<file path="config.mk">
export PLATFORM = sky130hd
export DESIGN_NAME = pps_ts_ctrl
export DESIGN_NICKNAME = d
export VERILOG_FILES = /design/src/rtl/pps_ts_ctrl.sv
export SDC_FILE = /design/constraint.sdc
export NUM_CORES = 1
export LEC_CHECK = 0
export ABC_AREA = 0
export CAP_MARGIN = 20
export CORE_UTILIZATION = 53
export DETAILED_ROUTE_END_ITERATION = 6
export GPL_TIMING_DRIVEN = 1
export HOLD_SLACK_MARGIN = 0.06
export PLACE_DENSITY = 0.78
export SYNTH_ARGS = -nofsm -noshare
export SYNTH_HDL_FRONTEND = slang
export SYNTH_SLANG_ARGS = --single-unit
</file>
<file path="constraint.sdc">
create_clock -name rtc_clk -period 6 [get_ports rtc_clk]
set_input_delay 1.2 -clock rtc_clk [delete_from_list [all_inputs] [get_ports rtc_clk]]
set_output_delay 1.2 -clock rtc_clk [all_outputs]
set_load 0.005 [all_outputs]
</file>
<file path="src/rtl/pps_ts_ctrl.sv">
// PPS timestamp capture controller: synchronises pps_i, captures RTC time on the selected edge,
// removes the two-tick detection latency and queues corrected stamps in a show-ahead FIFO.
module pps_ts_ctrl #(
  parameter int unsigned DEPTH = 4,
  parameter int unsigned CNT_W = 3,
  parameter logic [31:0] SC2NS = 32'd1000000000
) (
  input  logic              rtc_clk,
  input  logic              rtc_rst_n,
  input  logic              enable_i,
  input  logic              edge_sel_i,
  input  logic [31:0]       tick_inc_i,
  input  logic [79:0]       rtc_std_i,
  input  logic [15:0]       rtc_fns_i,
  input  logic [15:0]       holdoff_cyc_i,
  input  logic              pps_i,
  input  logic              rd_req_i,
  input  logic              flush_i,
  input  logic              ovf_clr_i,
  input  logic              irq_en_i,
  output logic              ts_valid_o,
  output logic [79:0]       ts_std_o,
  output logic [15:0]       ts_fns_o,
  output logic [CNT_W-1:0]  fifo_cnt_o,
  output logic              ovf_o,
  output logic              irq_o
);

  localparam int unsigned AW = (DEPTH > 1) ? $clog2(DEPTH) : 1;

  typedef enum logic [2:0] {IDLE, ARMED, CAPT, WRITE, HOLD} state_t;

  state_t             state_q, state_d;
  logic               s1, s2, s3;
  logic               edge_det;
  logic [15:0]        hold_cnt_q;
  logic [47:0]        raw_sec_q;
  logic [31:0]        raw_ns_q;
  logic [15:0]        raw_fns_q;
  logic [95:0]        cor_q;
  logic [47:0]        corr;
  logic [48:0]        diff;
  logic               borrow;
  logic [95:0]        mem [DEPTH];
  logic [AW-1:0]      wr_ptr_q, rd_ptr_q;
  logic [CNT_W-1:0]   cnt_q;
  logic               full, empty, push, pop, ovf_set;
  logic               ovf_q, irq_q;
  logic [95:0]        head;

  // NOTE: state elements use non-blocking assignments so every flop samples pre-edge values.
  always_ff @(posedge rtc_clk or negedge rtc_rst_n) begin
    if (!rtc_rst_n) begin
      s1 <= 1'b0;
      s2 <= 1'b0;
      s3 <= 1'b0;
    end else begin
      s1 <= pps_i;
      s2 <= s1;
      s3 <= s2;
    end
  end

  assign edge_det = edge_sel_i ? (~s2 & s3) : (s2 & ~s3);

  always_ff @(posedge rtc_clk or negedge rtc_rst_n) begin
    if (!rtc_rst_n) state_q <= IDLE;
    else            state_q <= state_d;
  end

  // NOTE: next state is defaulted first so no path through the case leaves it unassigned (no latch).
  always_comb begin
    state_d = state_q;
    if (!enable_i) begin
      state_d = IDLE;
    end else begin
      case (state_q)
        IDLE:    state_d = ARMED;
        ARMED:   if (edge_det) state_d = CAPT;
        CAPT:    state_d = WRITE;
        WRITE:   state_d = (holdoff_cyc_i != 16'd0) ? HOLD : ARMED;
        HOLD:    if (hold_cnt_q == holdoff_cyc_i - 16'd1) state_d = ARMED;
        default: state_d = IDLE;
      endcase
    end
  end

  always_ff @(posedge rtc_clk or negedge rtc_rst_n) begin
    if (!rtc_rst_n)              hold_cnt_q <= '0;
    else if (state_q == WRITE)   hold_cnt_q <= '0;
    else if (state_q == HOLD)    hold_cnt_q <= hold_cnt_q + 16'd1;
  end

  // Two ticks in 6.26 ns rescaled to 32.16 ns; a borrow pulls one second into the ns field.
  assign corr   = 48'({tick_inc_i, 1'b0}) >> 10;
  assign diff   = {1'b0, raw_ns_q, raw_fns_q} - {1'b0, corr};
  assign borrow = diff[48];

  always_ff @(posedge rtc_clk or negedge rtc_rst_n) begin
    if (!rtc_rst_n) begin
      raw_sec_q <= '0;
      raw_ns_q  <= '0;
      raw_fns_q <= '0;
      cor_q     <= '0;
    end else begin
      if (state_q == ARMED && edge_det && enable_i) begin
        raw_sec_q <= rtc_std_i[79:32];
        raw_ns_q  <= rtc_std_i[31:0];
        raw_fns_q <= rtc_fns_i;
      end
      if (state_q == CAPT) begin
        cor_q <= {raw_sec_q - (borrow ? 48'd1 : 48'd0),
                  diff[47:16] + (borrow ? SC2NS : 32'd0),
                  diff[15:0]};
      end
    end
  end

  assign full    = (cnt_q == CNT_W'(DEPTH));
  assign empty   = (cnt_q == '0);
  assign pop     = rd_req_i & ~empty;
  assign push    = (state_q == WRITE) & enable_i & (~full | pop);
  assign ovf_set = (state_q == WRITE) & enable_i & full & ~pop & ~flush_i;

  // NOTE: storage is reset because the head is visible on the outputs straight after reset.
  always_ff @(posedge rtc_clk or negedge rtc_rst_n) begin
    if (!rtc_rst_n) begin
      for (int i = 0; i < DEPTH; i++) mem[i] <= '0;
      wr_ptr_q <= '0;
      rd_ptr_q <= '0;
      cnt_q    <= '0;
    end else if (flush_i) begin
      wr_ptr_q <= '0;
      rd_ptr_q <= '0;
      cnt_q    <= '0;
    end else begin
      if (push) begin
        mem[wr_ptr_q] <= cor_q;
        wr_ptr_q      <= wr_ptr_q + AW'(1);
      end
      if (pop) rd_ptr_q <= rd_ptr_q + AW'(1);
      if (push && !pop)      cnt_q <= cnt_q + CNT_W'(1);
      else if (pop && !push) cnt_q <= cnt_q - CNT_W'(1);
    end
  end

  always_ff @(posedge rtc_clk or negedge rtc_rst_n) begin
    if (!rtc_rst_n) begin
      ovf_q <= 1'b0;
      irq_q <= 1'b0;
    end else begin
      if (ovf_set)        ovf_q <= 1'b1;
      else if (ovf_clr_i) ovf_q <= 1'b0;
      irq_q <= ~empty & irq_en_i;
    end
  end

  assign head       = mem[rd_ptr_q];
  assign ts_std_o   = head[95:16];
  assign ts_fns_o   = head[15:0];
  assign ts_valid_o = ~empty;
  assign fifo_cnt_o = cnt_q;
  assign ovf_o      = ovf_q;
  assign irq_o      = irq_q;

endmodule

</file>
==> results.sh, run 1 <==
export IMPL_outcome="finished, final reports clean"
export IMPL_leakage_uw=0.0160
export IMPL_htreeDepth=2
export IMPL_ios=255
export IMPL_cpLargestDelayFamily="simple AND/OR/NAND/NOR gates"
export IMPL_fp_dieH_um=235
export IMPL_drt_initial_drc_count=1190
export IMPL_crit_type="in -> reg"
export IMPL_io_buffers=245
export IMPL_path_cells="clkdlybuf4s50_1 -> inv_2 -> ha_4 -> a21o_1 -> a2111oi_4 -> a22o_1 -> o211ai_4 -> nand2_2 -> nand4b_1 -> nor3_4 -> ha_2 -> nor3b_4 -> nand3_2 -> nor2_2 -> nand2_1 -> or3_4 -> or3_4 -> or2_1 -> or3_4 -> or3_4 -> nor3_2 -> xnor2_1 -> o21ai_1"
export IMPL_grt_antenna_before_repair=5
export IMPL_fmax_mhz=172
export IMPL_drv_cap=0
export IMPL_hold_ws_ps=354
export IMPL_netlist_instances=2207
export IMPL_hpwl_mm=46.5
export IMPL_first_pass_iters=6
export IMPL_cts_tree="yes"
export IMPL_path_common_cell="or3_4"
export IMPL_reg2reg_depth=18
export IMPL_required_ps=6500
export IMPL_finalPower_uw=12900
export IMPL_cts_buffers=61
export IMPL_finalNetCount=2751
export IMPL_synth_flop_cell="dfrtp_1"
export IMPL_slew_headroom_pct=32.6
export IMPL_synth_edff_count=0
export IMPL_cts_hold_buf=0
export IMPL_finClkSkew_ps=50.1
export IMPL_tritoncts_num_sinks=607
export IMPL_ant_nets=0
export IMPL_dp_slack_ps=-666
export IMPL_grt_max_degree=150
export IMPL_drc=0
export IMPL_start_kind="input pin"
export IMPL_seq_area_frac_synth_pct=52.7
export IMPL_finalHoldViolCount=0
export IMPL_ir_worst_vdd_uv=265
export IMPL_cp_buffers_inverters=2
export IMPL_worstSetupEndpointType="register"
export IMPL_critical_path_depth=23
export IMPL_coreArea_um2=53800
export IMPL_grt_pass1_wl_mm=114
export IMPL_drt_wirelength_per_cell_um=21.2
export IMPL_syn_avg_cell_area_um2=13.1
export IMPL_first_global_vias=20606
export IMPL_cp_slowest_stage_delay_ps=470
export IMPL_initial_core_util_pct=53.6
export IMPL_fp_dieArea_um2=55300
export IMPL_finalCriticalPeriod_ps=5820
export IMPL_hold_path_depth=0
export IMPL_period_share_pct=97.0
export IMPL_clk_pin_slew_worst_paths_ps=60
export IMPL_synthArstFlopShare_pct=100
export IMPL_yosysWarnings=0
export IMPL_vias_per_cell=5.79
export IMPL_min_path_type="reg -> reg"
export IMPL_routed_wl_mm=69.8
export IMPL_insertion_delay_ps=660
export IMPL_final_cell_mix="605 x dfrtp_1, 476 x mux2_2, 243 x clkdlybuf4s50_1"
export IMPL_setup_ws_ps=182
export IMPL_cp_max_fo=3
export IMPL_fin_util_pct=65.5
export IMPL_setup_violations=0
export IMPL_gp_congestion=0.905
export IMPL_grtUsageTotal_pct=25.8
export IMPL_power_density_nw_per_um2=367
export IMPL_final_common_cell="dfrtp_1"
export IMPL_root_buffer="clkbuf_16"
export IMPL_arrival_ps=6320
export IMPL_cp_slowest_cell="clkdlybuf4s50_1"
export IMPL_rows=85
export IMPL_tightest_slew_ps=1010
export IMPL_syn2layout_area_growth_pct=22.3
export IMPL_vias=19077
export IMPL_syn_cell_area_um2=28800
export IMPL_maxSlewViolCount=0
export IMPL_cts_buffer_depth=3
export IMPL_yosys_cell_types_count=71
export IMPL_die_w_um=235
export IMPL_overflow=0
export IMPL_syn_nets=2407
export IMPL_ys_seq_elements=607
export IMPL_drive_gt1_share_pct=33.7
-- area by class of cell --
| cell class | instances | area [um2] |
|---|---|---|
| well taps | 696 | 871 |
| clock buffers | 79 | 1660 |
| repair buffers | 389 | 3620 |
| inverters | 46 | 173 |
| fillers | 3814 | 18600 |
| multi-input cells | 1446 | 13300 |
| clock inverters | 29 | 457 |
| diodes | 4 | 10.0 |
| flip-flops and latches | 607 | 15200 |
-- synthesized netlist by cell type (6+ instances only) --
cell	instances	area [um2]
a21o_1	19	143
a21oi_1	51	255
a31oi_1	13	81.3
and2_1	14	87.6
and3_1	7	43.8
buf_1	24	90.1
clkbuf_1	81	304
dfrtp_1	607	15200
ha_1	45	563
inv_1	46	173
mux2_2	476	5360
mux4_2	96	2160
nand2_1	164	616
nand2b_1	15	93.8
nand3_1	20	100
nand3b_1	7	52.6
nor2_1	79	297
nor3_1	34	170
nor4_1	14	87.6
o211ai_1	9	67.6
o21ai_0	116	581
o31ai_1	9	67.6
or2_2	8	50.1
or3_1	10	62.6
or3_4	6	67.6
or4_1	9	67.6
xnor2_1	81	709
xor2_1	46	403
-- logic make-up after synthesis --
logic type,synth area share (%)
and+or+nand+nor,7.07
adders and majority gates,2.09
buffers and inverters,2.02
muxes,26.3
AOI/OAI and AO/OA,5.99
DFF,52.7
xor gates and xnor gates,3.86
-- power by group --
group / internal [uW] / switching [uW]
clock: 2350 / 1640
combinational: 1880 / 1440
sequential: 4790 / 824
total: 9030 / 3910
-- state kept, by name, summed over array words and instances (netlist names) --
signal / cells
mem: 384
cor_q: 96
raw_sec_q: 48
raw_ns_q: 32
hold_cnt_q: 16
raw_fns_q: 16
fifo_cnt_o: 3
state_q: 3
rd_ptr_q: 2
wr_ptr_q: 2
irq_o: 1
ovf_o: 1
s1: 1
s2: 1
s3: 1
-- per-layer routing --
metal	wire length [um]	vias to the layer above	track usage [%]	part of all wire [%]
met1	30300	9919	34.8	43
met5	0	-	0	0
met4	1270	0	6.14	1.8
met3	3090	89	4.20	4.4
met2	35200	399	44.0	50
li1	-	8670	-	-
-- path summary, 6_finish.rpt --
check,end,slack [ps],from
max in group asynchronous,mem[347],3840,rtc_rst_n
worst max register to register,cor_q[95],600,raw_ns_q[21]
worst max-delay path,cor_q[95],180,tick_inc_i[13]
worst min register to register,s2,350,s1
worst min-delay path,s2,350,s1
min in group asynchronous,mem[29],640,rtc_rst_n
-- stage by stage --
| stage | setup TNS (ps) | cells | cell area, um2 |
|---|---|---|---|
| after floorplan | 0 | 2207 | 29000 |
| after detailed placement | -8020 | 3180 | 33000 |
| after global placement | -5830 | 3180 | 33000 |
| after global routing | -16.6 | 3296 | 35300 |
| final | 0 | 3296 | 35300 |
| after CTS | 0 | 3291 | 35200 |
-- timing repair --
item | 4_1_cts | 5_1_grt
setup buffers | 3 | 1
setup endpoints to repair | 3 | 11
pin swaps | 6 | 9
gates resized for setup | 4 | 10
cloned | 0 | 0
No activity file was read; power rests on OpenSTA's default activity.
==> run 2: changes to the inputs <==
--- a/config.mk
+++ b/config.mk
@@ -12,6 +12,7 @@
 export GPL_TIMING_DRIVEN = 1
 export HOLD_SLACK_MARGIN = 0.06
 export PLACE_DENSITY = 0.78
+export SETUP_SLACK_MARGIN = 0.2
 export SYNTH_ARGS = -nofsm -noshare
 export SYNTH_HDL_FRONTEND = slang
 export SYNTH_SLANG_ARGS = --single-unit
==> run 2 against run 1 <==
  * Global-route usage about the same
  * Count of clock-buffer cells in the layout increased by 15
  * Routed wire length shrank 1.5%
  * Critical path type unchanged
  * Sequential power down 1%
  * Maximum frequency rose by 3.5%
  * Largest cell class unchanged
==> results.sh, run 2 (same netlist as run 1, synthesis figures left out) <==
export IMPL_outcome="finished, final reports clean"
export IMPL_grtUsageTotal_pct=25.8
export IMPL_drc=0
export IMPL_period_share_pct=93.7
export IMPL_grt_antenna_before_repair=4
export IMPL_start_kind="input pin"
export IMPL_p_seq_share_pct=42.6
export IMPL_fp_dieH_um=235
export IMPL_worstSetupEndpointType="register"
export IMPL_die_w_um=235
export IMPL_setup_tns_ps=0
export IMPL_slew_headroom_pct=25.4
export IMPL_drt_initial_drc_count=1075
export IMPL_tightest_slew_ps=1120
export IMPL_tritoncts_num_sinks=607
export IMPL_finalHoldViolCount=0
export IMPL_fp_dieArea_um2=55300
export IMPL_syn2layout_area_growth_pct=23.6
export IMPL_gp_congestion=0.878
export IMPL_io_buffers=245
export IMPL_min_path_type="reg -> reg"
export IMPL_vias_per_cell=5.80
export IMPL_reg_top3="mem: 384 flops, cor_q: 96 flops, raw_sec_q: 48 flops"
export IMPL_cts_buffer_depth=3
export IMPL_ios=255
export IMPL_cts_buffers=66
export IMPL_finalCriticalPeriod_ps=5620
export IMPL_ir_worst_vdd_uv=313
export IMPL_clkPwrFrac_pct=30.7
export IMPL_htreeDepth=3
export IMPL_cts_hold_buf=0
export IMPL_insertion_delay_ps=600
export IMPL_grt_pass1_wl_mm=113
export IMPL_maxSlewViolCount=0
export IMPL_fin_util_pct=66.2
export IMPL_cp_max_fo=3
export IMPL_comb_power_share_pct=26.7
export IMPL_first_global_vias=20724
export IMPL_hpwl_mm=45.7
export IMPL_overflow=0
export IMPL_clk_pin_slew_worst_paths_ps=60
export IMPL_fmax_mhz=178
export IMPL_grt_max_degree=118
export IMPL_drt_wirelength_per_cell_um=20.7
export IMPL_drive_gt1_share_pct=35.6
export IMPL_dp_slack_ps=-695
export IMPL_rsz0062_at_grt="false"
export IMPL_reg2reg_depth=19
export IMPL_first_pass_iters=4
export IMPL_root_buffer="clkbuf_16"
export IMPL_routed_wl_mm=68.8
export IMPL_finClkSkew_ps=26.8
export IMPL_largest_reg_flops=384
export IMPL_p_sw_share_pct=30.3
export IMPL_arrival_ps=6080
export IMPL_drv_cap=0
export IMPL_initial_core_util_pct=53.6
export IMPL_final_cell_mix="605 x dfrtp_1, 476 x mux2_2, 229 x clkdlybuf4s50_1"
export IMPL_vias=19210
export IMPL_leakage_uw=0.0161
export IMPL_finalNetCount=2770
export IMPL_hold_path_depth=0
export IMPL_ant_nets=0
export IMPL_final_common_cell="dfrtp_1"
export IMPL_crit_type="in -> reg"
export IMPL_power_density_nw_per_um2=366
export IMPL_setup_ws_ps=377
export IMPL_coreArea_um2=53800
export IMPL_power_net_switching_uw=3950
export IMPL_rows=85
export IMPL_cts_tree="yes"
export IMPL_required_ps=6460
export IMPL_setup_violations=0
export IMPL_regMostFlops="mem"
export IMPL_internal_power_uw=9100
-- run 2: power by group through the flow --
stage                     clock network (uW)  logic [uW]  registers (uW)
final                                   4000        3490            5560
after global placement                     0        3270            5530
after detailed placement                   0        3360            5600
after global routing                    4250        3810            5680
after CTS                               4080        3480            5550
after floorplan                            0        2010            5320
-- run 2: what timing repair did --
action / CTS / global route
buffers inserted: 15 / 5
gates resized for setup: 56 / 22
endpoints found under the setup margin: 7 / 12
pin swaps: 43 / 24
-- run 2: per-layer routing --
layer | wire length [um] | vias to the layer above | GRT usage [%]
met5 | 13 | - | 0
met4 | 2080 | 2 | 9.43
met3 | 3080 | 131 | 4.10
met2 | 34100 | 427 | 42.8
met1 | 29400 | 9926 | 34.6
li1 | - | 8724 | -
-- run 2: cell type report --
type                            count  area (um2)
Antenna cell                        3        7.51
Timing Repair Buffer              403        3720
Clock inverter                     19         224
Fill cell                        3787       18200
Sequential cell                   607       15200
Inverter                           46         185
Tap cell                          696         871
Clock buffer                       94        1920
Multi-Input combinational cell   1446       13500
-- run 2: critical path, cell delays in order --
cell and delay, ps:
clkdlybuf4s50_1 460, inv_1 50, ha_2 180, buf_4 130
o21ai_1 160, a21oi_2 110, nand3b_1 140, o211ai_4 110
nand2_2 110, nand4b_1 220, nor3_4 230, ha_2 220
nor3b_4 220, nand3_2 140, nor2_4 150, nand2_2 80
or3_4 360, or3_4 340, or2_4 260, or3_4 330
or3_4 410, buf_6 140, nor3_4 110, xnor2_1 140
o21ai_1 70
-- run 2: stage by stage --
step / cells / hold slack, ps / power, uW / area (um2)
after CTS: 3306 / 357 / 13100 / 35500
after floorplan: 2207 / 331 / 7330 / 29000
after global placement: 3178 / 334 / 8800 / 33100
final: 3314 / 354 / 13100 / 35600
after global routing: 3313 / 365 / 13700 / 35600
after detailed placement: 3178 / 344 / 8960 / 33100
-- run 2: path summary, 6_finish.rpt --
kind                               end      startpoint  slack (ps)
max reg2reg                  cor_q[95]    raw_ns_q[21]         580
max                          cor_q[95]  tick_inc_i[17]         380
min in group asynchronous     mem[328]       rtc_rst_n         640
min reg2reg                         s2              s1         350
max in group asynchronous  rd_ptr_q[0]       rtc_rst_n        3930
min                                 s2              s1         350
==> run 3: changes to the inputs <==
--- a/config.mk
+++ b/config.mk
@@ -7,11 +7,11 @@
 export LEC_CHECK = 0
 export ABC_AREA = 0
 export CAP_MARGIN = 20
-export CORE_UTILIZATION = 53
+export CORE_UTILIZATION = 58
 export DETAILED_ROUTE_END_ITERATION = 6
 export GPL_TIMING_DRIVEN = 1
 export HOLD_SLACK_MARGIN = 0.06
-export PLACE_DENSITY = 0.78
+export PLACE_DENSITY = 0.81
 export SETUP_SLACK_MARGIN = 0.2
 export SYNTH_ARGS = -nofsm -noshare
 export SYNTH_HDL_FRONTEND = slang
==> constraint.sdc (replaced) <==
create_clock -name rtc_clk -period 5.4 [get_ports rtc_clk]
set_input_delay 1.08 -clock rtc_clk [delete_from_list [all_inputs] [get_ports rtc_clk]]
set_output_delay 1.08 -clock rtc_clk [all_outputs]
set_load 0.005 [all_outputs]
==> run 3 against run 2 <==
  * Clock power is 8.0% higher
  * Non-clock buffer count is 45 higher
  * Combinational power is 17% higher
  * Critical path depth is 2 lower
  * Critical path type unchanged
  * Highest routed layer is now met4
==> results.sh, run 3 (same netlist as run 1, synthesis figures left out) <==
export IMPL_routed_wl_mm=70.6
export IMPL_rows=81
export IMPL_min_path_type="reg -> reg"
export IMPL_fp_dieArea_um2=50600
export IMPL_finalNetCount=2809
export IMPL_insertion_delay_ps=640
export IMPL_final_common_cell="dfrtp_1"
export IMPL_worstSetupEndpointType="register"
export IMPL_first_global_vias=21040
export IMPL_reg_top3="mem: 384 flops, cor_q: 96 flops, raw_sec_q: 48 flops"
export IMPL_htreeDepth=2
export IMPL_finalHoldViolCount=0
export IMPL_fp_dieH_um=225
export IMPL_die_w_um=225
export IMPL_drv_cap=0
export IMPL_first_pass_iters=5
export IMPL_start_kind="input pin"
export IMPL_coreArea_um2=49000
export IMPL_cpLargestDelayFamily="simple AND/OR/NAND/NOR gates"
export IMPL_vias=19498
export IMPL_leakage_uw=0.0163
export IMPL_cp_buffers_inverters=2
export IMPL_drc=0
export IMPL_ir_worst_vdd_uv=332
export IMPL_fmax_mhz=188
export IMPL_ios=255
export IMPL_largest_reg_flops=384
export IMPL_drt_initial_drc_count=1102
export IMPL_cp_slowest_stage_delay_ps=390
export IMPL_slew_headroom_pct=43.4
export IMPL_cts_buffer_depth=3
export IMPL_grt_pass1_wl_mm=113
export IMPL_vias_per_cell=5.87
export IMPL_tightest_slew_ps=849
export IMPL_io_buffers=245
export IMPL_path_cells="buf_8 -> inv_12 -> ha_4 -> a21o_1 -> a2111oi_4 -> a22o_1 -> o211ai_2 -> nand2_1 -> nand4b_1 -> nor3_4 -> ha_2 -> nor3b_4 -> nand3_2 -> nor2_4 -> nand2_2 -> or3_4 -> or3_4 -> or2_1 -> or3_4 -> or3_4 -> nor4_4 -> xnor2_1 -> o21ai_1"
export IMPL_required_ps=5900
export IMPL_overflow=0
export IMPL_grt_antenna_before_repair=0
export IMPL_cts_hold_buf=0
export IMPL_path_common_cell="or3_4"
export IMPL_setup_violations=0
export IMPL_cts_tree="yes"
export IMPL_maxSlewViolCount=0
export IMPL_outcome="finished, final reports clean"
export IMPL_cp_slowest_cell="or3_4"
export IMPL_diodes=0
export IMPL_power_density_nw_per_um2=406
export IMPL_finalPower_uw=14600
export IMPL_crit_type="in -> reg"
export IMPL_hpwl_mm=46.7
export IMPL_regMostFlops="mem"
export IMPL_finalCriticalPeriod_ps=5330
export IMPL_clk_pin_slew_worst_paths_ps=60
export IMPL_finClkSkew_ps=24.8
export IMPL_final_cell_mix="605 x dfrtp_1, 476 x mux2_2, 222 x clkdlybuf4s50_1"
export IMPL_grtUsageTotal_pct=28.6
export IMPL_ant_nets=0
export IMPL_initial_core_util_pct=58.9
export IMPL_cts_buffers=60
export IMPL_root_buffer="clkbuf_16"
export IMPL_cp_max_fo=3
export IMPL_drt_wirelength_per_cell_um=21.3
export IMPL_gp_congestion=0.894
export IMPL_tritoncts_num_sinks=607
export IMPL_period_share_pct=98.6
export IMPL_rsz0062_at_grt="true"
export IMPL_fill_cells=3115
export IMPL_arrival_ps=5820
export IMPL_drive_gt1_share_pct=37.7
export IMPL_syn2layout_area_growth_pct=24.9
export IMPL_grt_max_degree=110
export IMPL_fin_util_pct=73.6
==> run 3: final timing paths <==
| path | start | cells past startpoint | endpoint | slack (ps) |
|---|---|---|---|---|
| max in group asynchronous | rtc_rst_n | 2 | mem[307] | 3520 |
| min in group asynchronous | rtc_rst_n | 1 | mem[30] | 540 |
| worst min-delay path | s1 | 0 | s2 | 360 |
| worst min register to register | s1 | 0 | s2 | 360 |
| worst max-delay path | tick_inc_i[13] | 23 | cor_q[93] | 70 |
| worst max register to register | raw_fns_q[4] | 21 | cor_q[93] | 190 |
==> run 3: power by group <==
| part | leakage [uW] | internal (uW) | switching (uW) |
|---|---|---|---|
| logic | 0.00726 | 2280 | 1800 |
| registers | 0.00805 | 5330 | 896 |
| clock network | 0.00100 | 2530 | 1790 |
==> run 3: through the flow <==
stage	area [um2]	setup WS [ps]	TNS (ps)	hold slack, ps	cells
after floorplan	29100	-452	-1850	331	2207
after global routing	36000	-115	-261	368	3320
after global placement	33300	-1060	-21750	334	3178
after CTS	35800	121	0	363	3309
after detailed placement	33300	-1140	-22060	347	3178
final	36000	75.0	0	363	3320
==> run 3: final cells by class <==
cell class / count / area (um2) / area share, %
inverters: 46 / 185 / 0.514
multi-input cells: 1446 / 13700 / 38.0
clock buffers: 86 / 1740 / 4.83
flip-flops and latches: 607 / 15200 / 42.2
repair buffers: 448 / 4070 / 11.3
clock inverters: 23 / 313 / 0.869
well taps: 664 / 831 / 2.31
==> run 3: worst reg2reg max path: stages, from the launching register on <==
cell       delay, ps
dfrtp_1          410
ha_4             250
a21o_1           220
a2111oi_4        240
a22o_1           290
o211ai_2         180
nand2_1          130
nand4b_1         210
nor3_4           210
ha_2             220
nor3b_4          230
nand3_2          140
nor2_4           170
nand2_2           80
or3_4            370
or3_4            350
or2_1            260
or3_4            340
or3_4            390
nor4_4           170
xnor2_1          150
o21ai_1           70
==> run 3: layer usage <==
layer / up-vias / global-route usage (%) / wire (um)
li1: 8788 / - / -
met1: 10046 / 37.6 / 29700
met2: 513 / 48.6 / 35400
met3: 151 / 4.62 / 3090
met4: 0 / 9.77 / 2380
met5: - / 0 / 0
==> run 3: timing repair <==
item | 4_1_cts | 5_1_grt
resized for setup | 98 | 40
pin swaps | 28 | 31
setup buffers | 22 | 11
setup endpoints to repair | 28 | 21
